$ cat config.mk
export PLATFORM = sky130hd
export DESIGN_NAME = chiplib_pri_queue_push_arb
export DESIGN_NICKNAME = d
export VERILOG_FILES = /design/src/rtl/chiplib_pri_queue_push_arb.sv
export SDC_FILE = /design/constraint.sdc
export NUM_CORES = 1
export LEC_CHECK = 0
export CORE_AREA = 3 3 158 160
export DETAILED_ROUTE_END_ITERATION = 7
export DIE_AREA = 0 0 161 163
export PLACE_DENSITY = 0.8
export SETUP_SLACK_MARGIN = 0.4
export SLEW_MARGIN = 15
export SYNTH_ARGS = -nofsm -noshare
export SYNTH_HDL_FRONTEND = slang
export SYNTH_SLANG_ARGS = --single-unit
$ cat constraint.sdc
create_clock -name clk -period 17.3 [get_ports clk]
set_clock_uncertainty 0.15 [all_clocks]
set_input_delay 3.46 -clock clk [delete_from_list [all_inputs] [get_ports clk]]
set_output_delay 3.46 -clock clk [all_outputs]
set_load 0.02 [all_outputs]
$ cat src/rtl/chiplib_pri_queue_push_arb.sv
// chiplib_pri_queue_push_arb
//
// Shares the single push port of a chiplib priority queue among NumReq
// producers. The most urgent request wins: the smallest pri value, with ties
// broken round-robin. A per-requester age counter counts denied arbitrations.
// Once a valid requester's counter reaches AgeLimit, the starving requesters
// take precedence over priority. This bounds how long any requester can wait.
// One registered output stage gives 1-cycle latency and 1 push per cycle.

module chiplib_pri_queue_push_arb #(
  parameter int NumReq        = 4,
  parameter int DataWidth     = 64,
  parameter int PriorityWidth = 16,
  parameter int AgeLimit      = 8,
  localparam int IdxWidth     = $clog2(NumReq)
) (
  input  logic                            clk,
  input  logic                            rst,
  input  logic [NumReq-1:0]               req_valid,
  output logic [NumReq-1:0]               req_ready,
  input  logic [NumReq*DataWidth-1:0]     req_data,
  input  logic [NumReq*PriorityWidth-1:0] req_pri,
  output logic                            queue_push_valid,
  output logic [DataWidth-1:0]            queue_push_data,
  output logic [PriorityWidth-1:0]        queue_push_pri,
  output logic [IdxWidth-1:0]             queue_push_src,
  input  logic                            full
);

  localparam int                     AgeWidth = $clog2(AgeLimit + 1);
  localparam logic [AgeWidth-1:0]    AgeMax   = AgeWidth'(AgeLimit);
  localparam logic [IdxWidth:0]      NumReqW  = (IdxWidth + 1)'(NumReq);

  // Unpacked views of the flat request buses
  logic [DataWidth-1:0]     data_arr [NumReq];
  logic [PriorityWidth-1:0] pri_arr  [NumReq];

  // Arbitration state
  logic [AgeWidth-1:0]      age_q    [NumReq];
  logic [IdxWidth-1:0]      rr_ptr_q;

  // Output stage
  logic                     out_valid_q;
  logic [DataWidth-1:0]     out_data_q;
  logic [PriorityWidth-1:0] out_pri_q;
  logic [IdxWidth-1:0]      out_src_q;

  // Combinational arbitration signals
  logic                     drain;
  logic                     can_load;
  logic                     any_valid;
  logic                     grant;
  logic [NumReq-1:0]        starving;
  logic                     any_starving;
  logic [PriorityWidth-1:0] min_pri;
  logic [NumReq-1:0]        cand;
  logic [2*NumReq-1:0]      cand_dbl;
  logic [IdxWidth-1:0]      offset;
  logic [IdxWidth:0]        win_sum;
  logic [IdxWidth-1:0]      winner;
  logic [IdxWidth:0]        next_sum;
  logic [IdxWidth-1:0]      rr_next;

  // Slice the packed request buses into per-requester fields
  always_comb begin
    for (int i = 0; i < NumReq; i++) begin
      data_arr[i] = req_data[i*DataWidth +: DataWidth];
      pri_arr[i]  = req_pri[i*PriorityWidth +: PriorityWidth];
    end
  end

  // Output-stage flow control: the held entry leaves when the queue is not full
  assign drain     = out_valid_q & ~full;
  assign can_load  = ~out_valid_q | drain;
  assign any_valid = |req_valid;
  // Reset blocks acceptance so nothing is taken that the reset would then drop
  assign grant     = any_valid & can_load & ~rst;

  // Find the most urgent priority among valid requesters, and flag starving ones
  always_comb begin
    // NOTE: every always_comb output gets a default before any conditional
    // update; a path that leaves a variable unassigned would infer a latch.
    min_pri  = '1;
    starving = '0;
    for (int i = 0; i < NumReq; i++) begin
      if (req_valid[i] && (pri_arr[i] < min_pri)) begin
        min_pri = pri_arr[i];
      end
      starving[i] = req_valid[i] && (age_q[i] == AgeMax);
    end
  end

  assign any_starving = |starving;

  // Candidate set: starving requesters override priority, else all min-pri requesters
  always_comb begin
    cand = '0;
    for (int i = 0; i < NumReq; i++) begin
      cand[i] = any_starving ? starving[i]
                             : (req_valid[i] && (pri_arr[i] == min_pri));
    end
  end

  // Round-robin pick: the first candidate at or after rr_ptr, wrapping at NumReq-1
  always_comb begin
    cand_dbl = {cand, cand} >> rr_ptr_q;
    offset   = '0;
    // Scan downwards so the lowest set offset is the one that remains
    for (int k = NumReq - 1; k >= 0; k--) begin
      if (cand_dbl[k]) begin
        offset = IdxWidth'(k);
      end
    end
    win_sum = {1'b0, rr_ptr_q} + {1'b0, offset};
    winner  = (win_sum >= NumReqW) ? IdxWidth'(win_sum - NumReqW)
                                   : win_sum[IdxWidth-1:0];
    next_sum = {1'b0, winner} + (IdxWidth + 1)'(1);
    rr_next  = (next_sum == NumReqW) ? '0 : next_sum[IdxWidth-1:0];
  end

  // One-hot accept for the winner whenever the output stage can take a new entry
  always_comb begin
    req_ready = '0;
    for (int i = 0; i < NumReq; i++) begin
      req_ready[i] = grant && (winner == IdxWidth'(i));
    end
  end

  // Output valid and round-robin pointer
  always_ff @(posedge clk) begin
    // NOTE: registers are written with non-blocking assignments so that
    // every flop samples the values from before the edge, whatever the block order.
    if (rst) begin
      out_valid_q <= 1'b0;
      rr_ptr_q    <= '0;
    end else if (grant) begin
      out_valid_q <= 1'b1;
      rr_ptr_q    <= rr_next;
    end else if (drain) begin
      out_valid_q <= 1'b0;
    end
  end

  // Capture the winning payload and its priority and source index
  always_ff @(posedge clk) begin
    // NOTE: the payload registers have no reset. They are only meaningful
    // while out_valid_q is set, so a reset here would add fanout with no
    // functional gain.
    if (grant) begin
      out_data_q <= data_arr[winner];
      out_pri_q  <= pri_arr[winner];
      out_src_q  <= winner;
    end
  end

  // Age counters: count lost arbitrations, saturate at AgeLimit, clear on win or idle
  always_ff @(posedge clk) begin
    if (rst) begin
      for (int i = 0; i < NumReq; i++) begin
        age_q[i] <= '0;
      end
    end else begin
      for (int i = 0; i < NumReq; i++) begin
        if (!req_valid[i]) begin
          age_q[i] <= '0;
        end else if (grant) begin
          if (winner == IdxWidth'(i)) begin
            age_q[i] <= '0;
          end else if (age_q[i] != AgeMax) begin
            age_q[i] <= age_q[i] + 1'b1;
          end
        end
      end
    end
  end

  assign queue_push_valid = out_valid_q;
  assign queue_push_data  = out_data_q;
  assign queue_push_pri   = out_pri_q;
  assign queue_push_src   = out_src_q;

endmodule

Word level (Yosys, flattened, before mapping)
Memories as Yosys holds them, arrays and structs flattened.
Index checks and enable logic that the tools add are counted.
- memories kept: 1
- flip-flop bits (word level): 85
- bits in writable memories: 16
- input port bits: 327
- memories (memory ; words ; bits a word ; read ports ; clocked after memory_dff ; write ports ; line ; text):
    age_q ; 4 ; 4 ; 4 ; 0 ; 4 ; 39 ; logic [AgeWidth-1:0] age_q [NumReq];
- magnitude comparators: 6
- mux-type cells: 92
- eq/ne operators: 16
- shift operators: 1
- bitwise operators: 20
- $add $sub $neg: 7
- reductions and logical operators: 20
- operator list (operator ; count):
    $bmux W64 S2 ; 1
    $mux W64 ; 2
    $mux W16 ; 6
    $eq A16 B16 Y1 ; 4
    $mux W1 ; 64
    $lt A16 B16 Y1 ; 3
    $mux W4 ; 12
    $bmux W16 S2 ; 1
    $add A4 B1 Y4 const B ; 4
    $eq A4 B4 Y1 const B ; 4
    $logic_and A1 B1 Y1 ; 16
    $lt A16 B16 Y1 const B ; 1
    $ne A4 B4 Y1 const B ; 4
    $or A1 B1 Y1 ; 13
    $mux W2 ; 6
    $reduce_or A4 Y1 ; 2
    $shr A8 B2 Y4 ; 1
    $ge A3 B3 Y1 const B ; 2
    $eq A2 B2 Y1 const B ; 2
    $add A2 B1 Y3 const B ; 1
    $add A2 B2 Y3 ; 1
    $and A1 B1 Y1 ; 3
    $eq A3 B3 Y1 const B ; 1
    $not A1 Y1 ; 3
    other kinds (5) ; 5

Logic depth before layout (Yosys ltp)
- depth after elaboration: 31
- gate-level depth with buffers: 47
- mapped depth without buffers: 41

Least setup slack after synthesis
OpenSTA, ideal clock, no wires.
- path type: input-to-output
- start: in req_pri[1]
- end: out req_ready[0]
- stages on the path: 44
- arrival: 12.530 ns
- data required time: 13.690 ns
- buffers on the path: 7
- path slack: 1.160 ns
- path through: nand4_1 o41ai_2 buf_2 nor2_1 ha_1 a211o_1 a31oi_1 o21ai_1 o21ai_0 nand2b_1 buf_2 buf_2 mux2i_1 inv_1 ha_1 nand2_1 a2111oi_0 nor2_1 [8 not listed] and3_1 a21oi_1 and2_0 clkbuf_1 a31oi_1 nor4_1 o21ai_0 o41ai_2 or2_2 nor2_1 a21oi_1 o211ai_1 ha_1 clkbuf_1 buf_1 inv_1 ha_1 and2_1
- cells in the longest elaborated chain, start to end: 25
- RTL lines (what ; line ; text):
    start: declaration ; 22 ; input logic [NumReq*PriorityWidth-1:0] req_pri,
    $lt A16 B16 Y1 ; 86 ; if (req_valid[i] && (pri_arr[i] < min_pri)) begin
    $logic_and A1 B1 Y1 ; 86 ;
    $mux W16 ; 86 ;
    $lt A16 B16 Y1 ; 86 ;
    $logic_and A1 B1 Y1 ; 86 ;
    $mux W16 ; 86 ;
    $lt A16 B16 Y1 ; 86 ;
    $logic_and A1 B1 Y1 ; 86 ;
    [8 not listed] ; n/a ;
    $mux W2 (3 in series) ; 110 ; if (cand_dbl[k]) begin
    $mux W2 * ; 110 ;
    $add A2 B2 Y3 * ; 114 ; win_sum = {1'b0, rr_ptr_q} + {1'b0, offset};
    named net win_sum[0] ; 59 ; logic [IdxWidth:0] win_sum;
    $ge A3 B3 Y1 or $sub A2 B1 Y2 (tied branches) ; 115 ; winner = (win_sum >= NumReqW) ? IdxWidth'(win_sum - NumReqW)
    $mux W2 * ; 115 ;
    $logic_not A2 Y1 * ; 125 ; req_ready[i] = grant && (winner == IdxWidth'(i));
    $logic_and A1 B1 Y1 * ; 125 ;
    end: declaration ; 20 ; output logic [NumReq-1:0] req_ready,
Mark *: on every way through the listed nets, which the timed path passes. The rest lies on a longest branch.

Worst setup path after layout
- start: in req_pri[9]
- end: out req_ready[3]
- cells in the longest elaborated chain, start to end: 25
- RTL lines (what ; line ; text):
    $lt A16 B16 Y1 ; 86 ;
    $logic_and A1 B1 Y1 ; 86 ;
    $mux W16 ; 86 ;
    $lt A16 B16 Y1 ; 86 ;
    $logic_and A1 B1 Y1 ; 86 ;
    $mux W16 ; 86 ;
    $lt A16 B16 Y1 ; 86 ;
    $logic_and A1 B1 Y1 ; 86 ;
    [7 not listed] ; n/a ;
    $shr A8 B2 Y4 * ; 106 ; cand_dbl = {cand, cand} >> rr_ptr_q;
    $mux W2 (3 in series) ; 110 ;
    $mux W2 * ; 110 ;
    $add A2 B2 Y3 * ; 114 ;
    $ge A3 B3 Y1 or $sub A2 B1 Y2 (tied branches) ; 115 ;
    $mux W2 * ; 115 ;
    $eq A2 B2 Y1 * ; 125 ;
    $logic_and A1 B1 Y1 * ; 125 ;
Every way passes the cells marked *; elsewhere a longest branch is shown, timed or not.

==> results.py <==
metrics = {
    "run_status": {
        "status": "complete, no violations",
    },
    "clock_network": {
        "cts.sinks": 101,
        "cts-root-buf": "clkbuf_16",
        "cts_max_level": 3,
        "tritoncts": "done",
        "cts-buffers-inserted": 9,
        "cts_max_path_buffers": 2,
        "clk_latency_ns": 0.35,
        "path_clk_slew_ns": 0.08,
        "ctsHoldBuffers": 0,
    },
    "synthesis": {
        "synthTopCellsByArea": "edfxtp_1 33%, mux4_2 11%, mux4_1 10%",
        "synthMuxAreaShare": 0.245,
        "yosys_warnings": 0,
        "synth_edf_count": 98,
        "syn_area_per_cell_um2": 12.2,
        "syn-cell-area_um2": 9000,
        "synth-xor-area-share": 0.0955,
        "ys_types": 74,
        "synthCells": 738,
        "synth_ff_type": "edfxtp_1",
        "synth_async_sr_flop_share": 0,
        "yosys.area_share.simple": 0.104,
        "syn_nets": 1121,
        "synth_top_family_by_area": "multiplexers",
        "ys_ff_latch": 101,
        "yosysTopAreaCell": "edfxtp_1",
        "synth_top_area_share": 0.327,
        "synth_adder_area_share": 0.0778,
        "ys_seq_area_frac": 0.334,
        "synth_compound_area_frac": 0.0969,
    },
    "timing": {
        "min_period_ns": 16.48,
        "finalHoldViolCount": 0,
        "tightest_slew_ns": 1.01,
        "setup_viol": 0,
        "max_freq_mhz": 60.7,
        "slew_headroom": 0.324,
        "grt_setup_unrepaired": "true",
        "slew_viol_final": 0,
        "fin_tns_setup_ns": 0,
        "min_period_over_period": 0.952,
    },
    "worst_setup_path": {
        "critPathSlowestCell": "clkdlybuf4s50_1",
        "crit_fanout": 14,
        "cpPeakStageDelay_ns": 0.50,
        "r2r-end": "queue_push_data[31]$_DFFE_PP_",
        "rrSetupSlack_ns": 11.91,
        "r2r-start": "age_q[3][0]$_SDFFCE_PN0P_",
        "start_kind": "primary input",
        "crit_top_cell": "buf_4",
        "crit_required_ns": 13.69,
        "arrival_ns": 12.87,
        "critPathLaunch": "req_pri[9]",
        "path_class": "in -> out",
        "rr_worst_depth": 16,
        "endpoint": "req_ready[3]",
        "endpoint_kind": "primary output",
    },
    "grt": {
        "antenna_found_initial": 12,
        "grt_overflow_total": 0,
        "grt_pass1_vias": 8667,
        "track_usage": 0.306,
        "grt_pass1_wl_um": 58100,
        "grt_max_degree": 76,
    },
    "detailed_routing": {
        "drtPass1Iterations": 5,
        "final_antenna_net_count": 0,
        "vias": 8876,
        "drc": 0,
        "drt-total-wl_um": 42000,
        "drt-initial-drc-count": 822,
        "wl_per_cell_um": 27.4,
        "vias_per_cell": 5.80,
    },
    "layout": {
        "fillers": 1944,
        "fin_util": 0.613,
        "area_growth_pct": 60.3,
        "nNetsFinal": 1584,
        "drive_above_1_share": 0.166,
    },
    "floorplanning": {
        "die_y_um": 163,
        "dieArea_um2": 26200,
        "core_area_um2": 23500,
        "dieWidth_um": 161,
        "io_pins": 414,
        "start_util": 0.382,
        "placement_rows": 56,
    },
    "place": {
        "place_congestion": 1.00,
        "port_buffers": 413,
        "dp_hpwl_um": 34800,
    },
    "power": {
        "leakage_nw": 5.46,
        "peakVddDrop_mv": 0.0814,
        "power_density_nw_per_um2": 108,
    },
    "flow_run": {
        "maxCapViolCount": 0,
    },
    "worst_hold_path": {
        "hp-class": "reg -> reg",
    },
}
==> critical path, delay by kind of cell <==
kind	cells	cell delay (ns)
xor+xnor	2	0.27
compound gates	19	3.90
fa+ha+maj	5	1.31
mux	1	0.35
simple gates	9	1.37
buf+inv	12	2.21
==> through the flow <==
step | cell area (µm²) | hold WS (ns) | setup slack, ns | total power [mW] | cells
final | 14400 | 0.337 | 0.823 | 1.56 | 1531
after global placement | 13800 | 0.310 | 0.402 | 1.32 | 1493
after detailed placement | 13800 | 0.328 | 0.145 | 1.33 | 1493
after CTS | 14100 | 0.339 | 0.455 | 1.53 | 1512
after floorplan | 9000 | 0.368 | 1.16 | 0.970 | 738
after global routing | 14400 | 0.361 | 0.274 | 1.63 | 1531
==> cells in the mapped netlist, drive strengths merged, types with 3 or more instances <==
| master | count |
|---|---|
| a21oi | 24 |
| dfxtp | 3 |
| nor2 | 57 |
| nor4 | 15 |
| and3 | 6 |
| o211ai | 3 |
| nand4b | 8 |
| ha | 56 |
| xnor2 | 55 |
| a22oi | 3 |
| nand4bb | 4 |
| edfxtp | 98 |
| o21ai | 26 |
| nand2 | 25 |
| mux2 | 13 |
| a22o | 9 |
| nand3b | 5 |
| mux2i | 8 |
| or3 | 3 |
| mux4 | 80 |
| o31ai | 3 |
| nand3 | 6 |
| xor2 | 41 |
| o21a | 5 |
| a21o | 3 |
| buf | 16 |
| a2111oi | 8 |
| clkbuf | 28 |
| and2 | 6 |
| a211oi | 10 |
| a31oi | 5 |
| o22ai | 5 |
| nand4 | 16 |
| inv | 46 |
| nand2b | 6 |
| nor3 | 5 |
==> cells in the final DEF (no fill, tap or decap), types with 6 or more instances in the layout <==
cell type	Yosys	layout
o21ai_0	23	19
a21oi_1	24	24
nand2_1	25	25
ha_1	56	54
nand3_1	6	6
nor2_1	57	57
and2_1	5	6
xor2_1	41	41
clkdlybuf4s50_1	0	407
nand4_1	16	16
mux2_4	7	7
edfxtp_1	98	98
diode_2	0	6
nand4b_1	8	8
a211oi_1	10	8
buf_4	2	77
mux2_2	6	6
mux4_1	35	35
clkbuf_16	0	10
a22o_1	9	7
mux4_2	45	45
nor4_1	14	13
xnor2_1	54	53
inv_1	46	46
==> routing by layer <==
layer,track usage,up-vias,wire [µm]
li1,-,3861,-
met1,0.396,4406,16500
met2,0.509,526,20400
met3,0.0750,79,3940
met4,0.0939,4,1190
met5,0,-,27
==> report_power, final <==
group	total (mW)	switching (mW)	internal [mW]	leakage [nW]
Clock	0.198	0.0985	0.0999	0.134
Sequential	0.409	0.0264	0.382	0.990
Combinational	0.957	0.462	0.495	4.33
Total	1.56	0.587	0.977	5.46
==> kinds of logic after synthesis <==
group / count (synthesis)
flops: 101
compound gates: 122
simple gates: 172
buf+inv: 90
mux: 101
xor+xnor: 96
fa+ha+maj: 56
==> registers in the layout, indices dropped and copies added, names as in the netlist <==
register and cells:
age_q 16, queue_push_src 2, rr_ptr_q 2, queue_push_data 64
queue_push_valid 1, queue_push_pri 16
==> area by class of cell <==
type	instances	area [µm²]	share of cell area
multi-input cells	547	5750	0.398
repair buffers	496	4810	0.334
flip-flops and latches	101	3000	0.208
well taps	319	399	0.0277
clock buffers	9	225	0.0156
inverters	46	173	0.0120
clock inverters	7	57.6	0.00399
diodes	6	15.0	0.00104
==> how the worst min path moves through the flow <==
stage	from	end	slack, ns	cells past startpoint
global route	queue_push_valid$_SDFFE_PP0P_	queue_push_valid$_SDFFE_PP0P_	0.36	2
CTS	queue_push_valid$_SDFFE_PP0P_	queue_push_valid$_SDFFE_PP0P_	0.34	2
floorplan	rr_ptr_q[1]$_SDFFE_PP0P_	rr_ptr_q[1]$_SDFFE_PP0P_	0.37	2
detailed placement	queue_push_valid$_SDFFE_PP0P_	queue_push_valid$_SDFFE_PP0P_	0.33	2
finish	queue_push_valid$_SDFFE_PP0P_	queue_push_valid$_SDFFE_PP0P_	0.34	2
global placement	queue_push_valid$_SDFFE_PP0P_	queue_push_valid$_SDFFE_PP0P_	0.31	2
==> timing repair <==
item,4_1_cts,5_1_grt
setup endpoints to repair,4,4
pin swaps,1,19
setup buffers,3,12
gates cloned,0,1
resized for setup,5,45
Power figures use the tool's default switching activity.
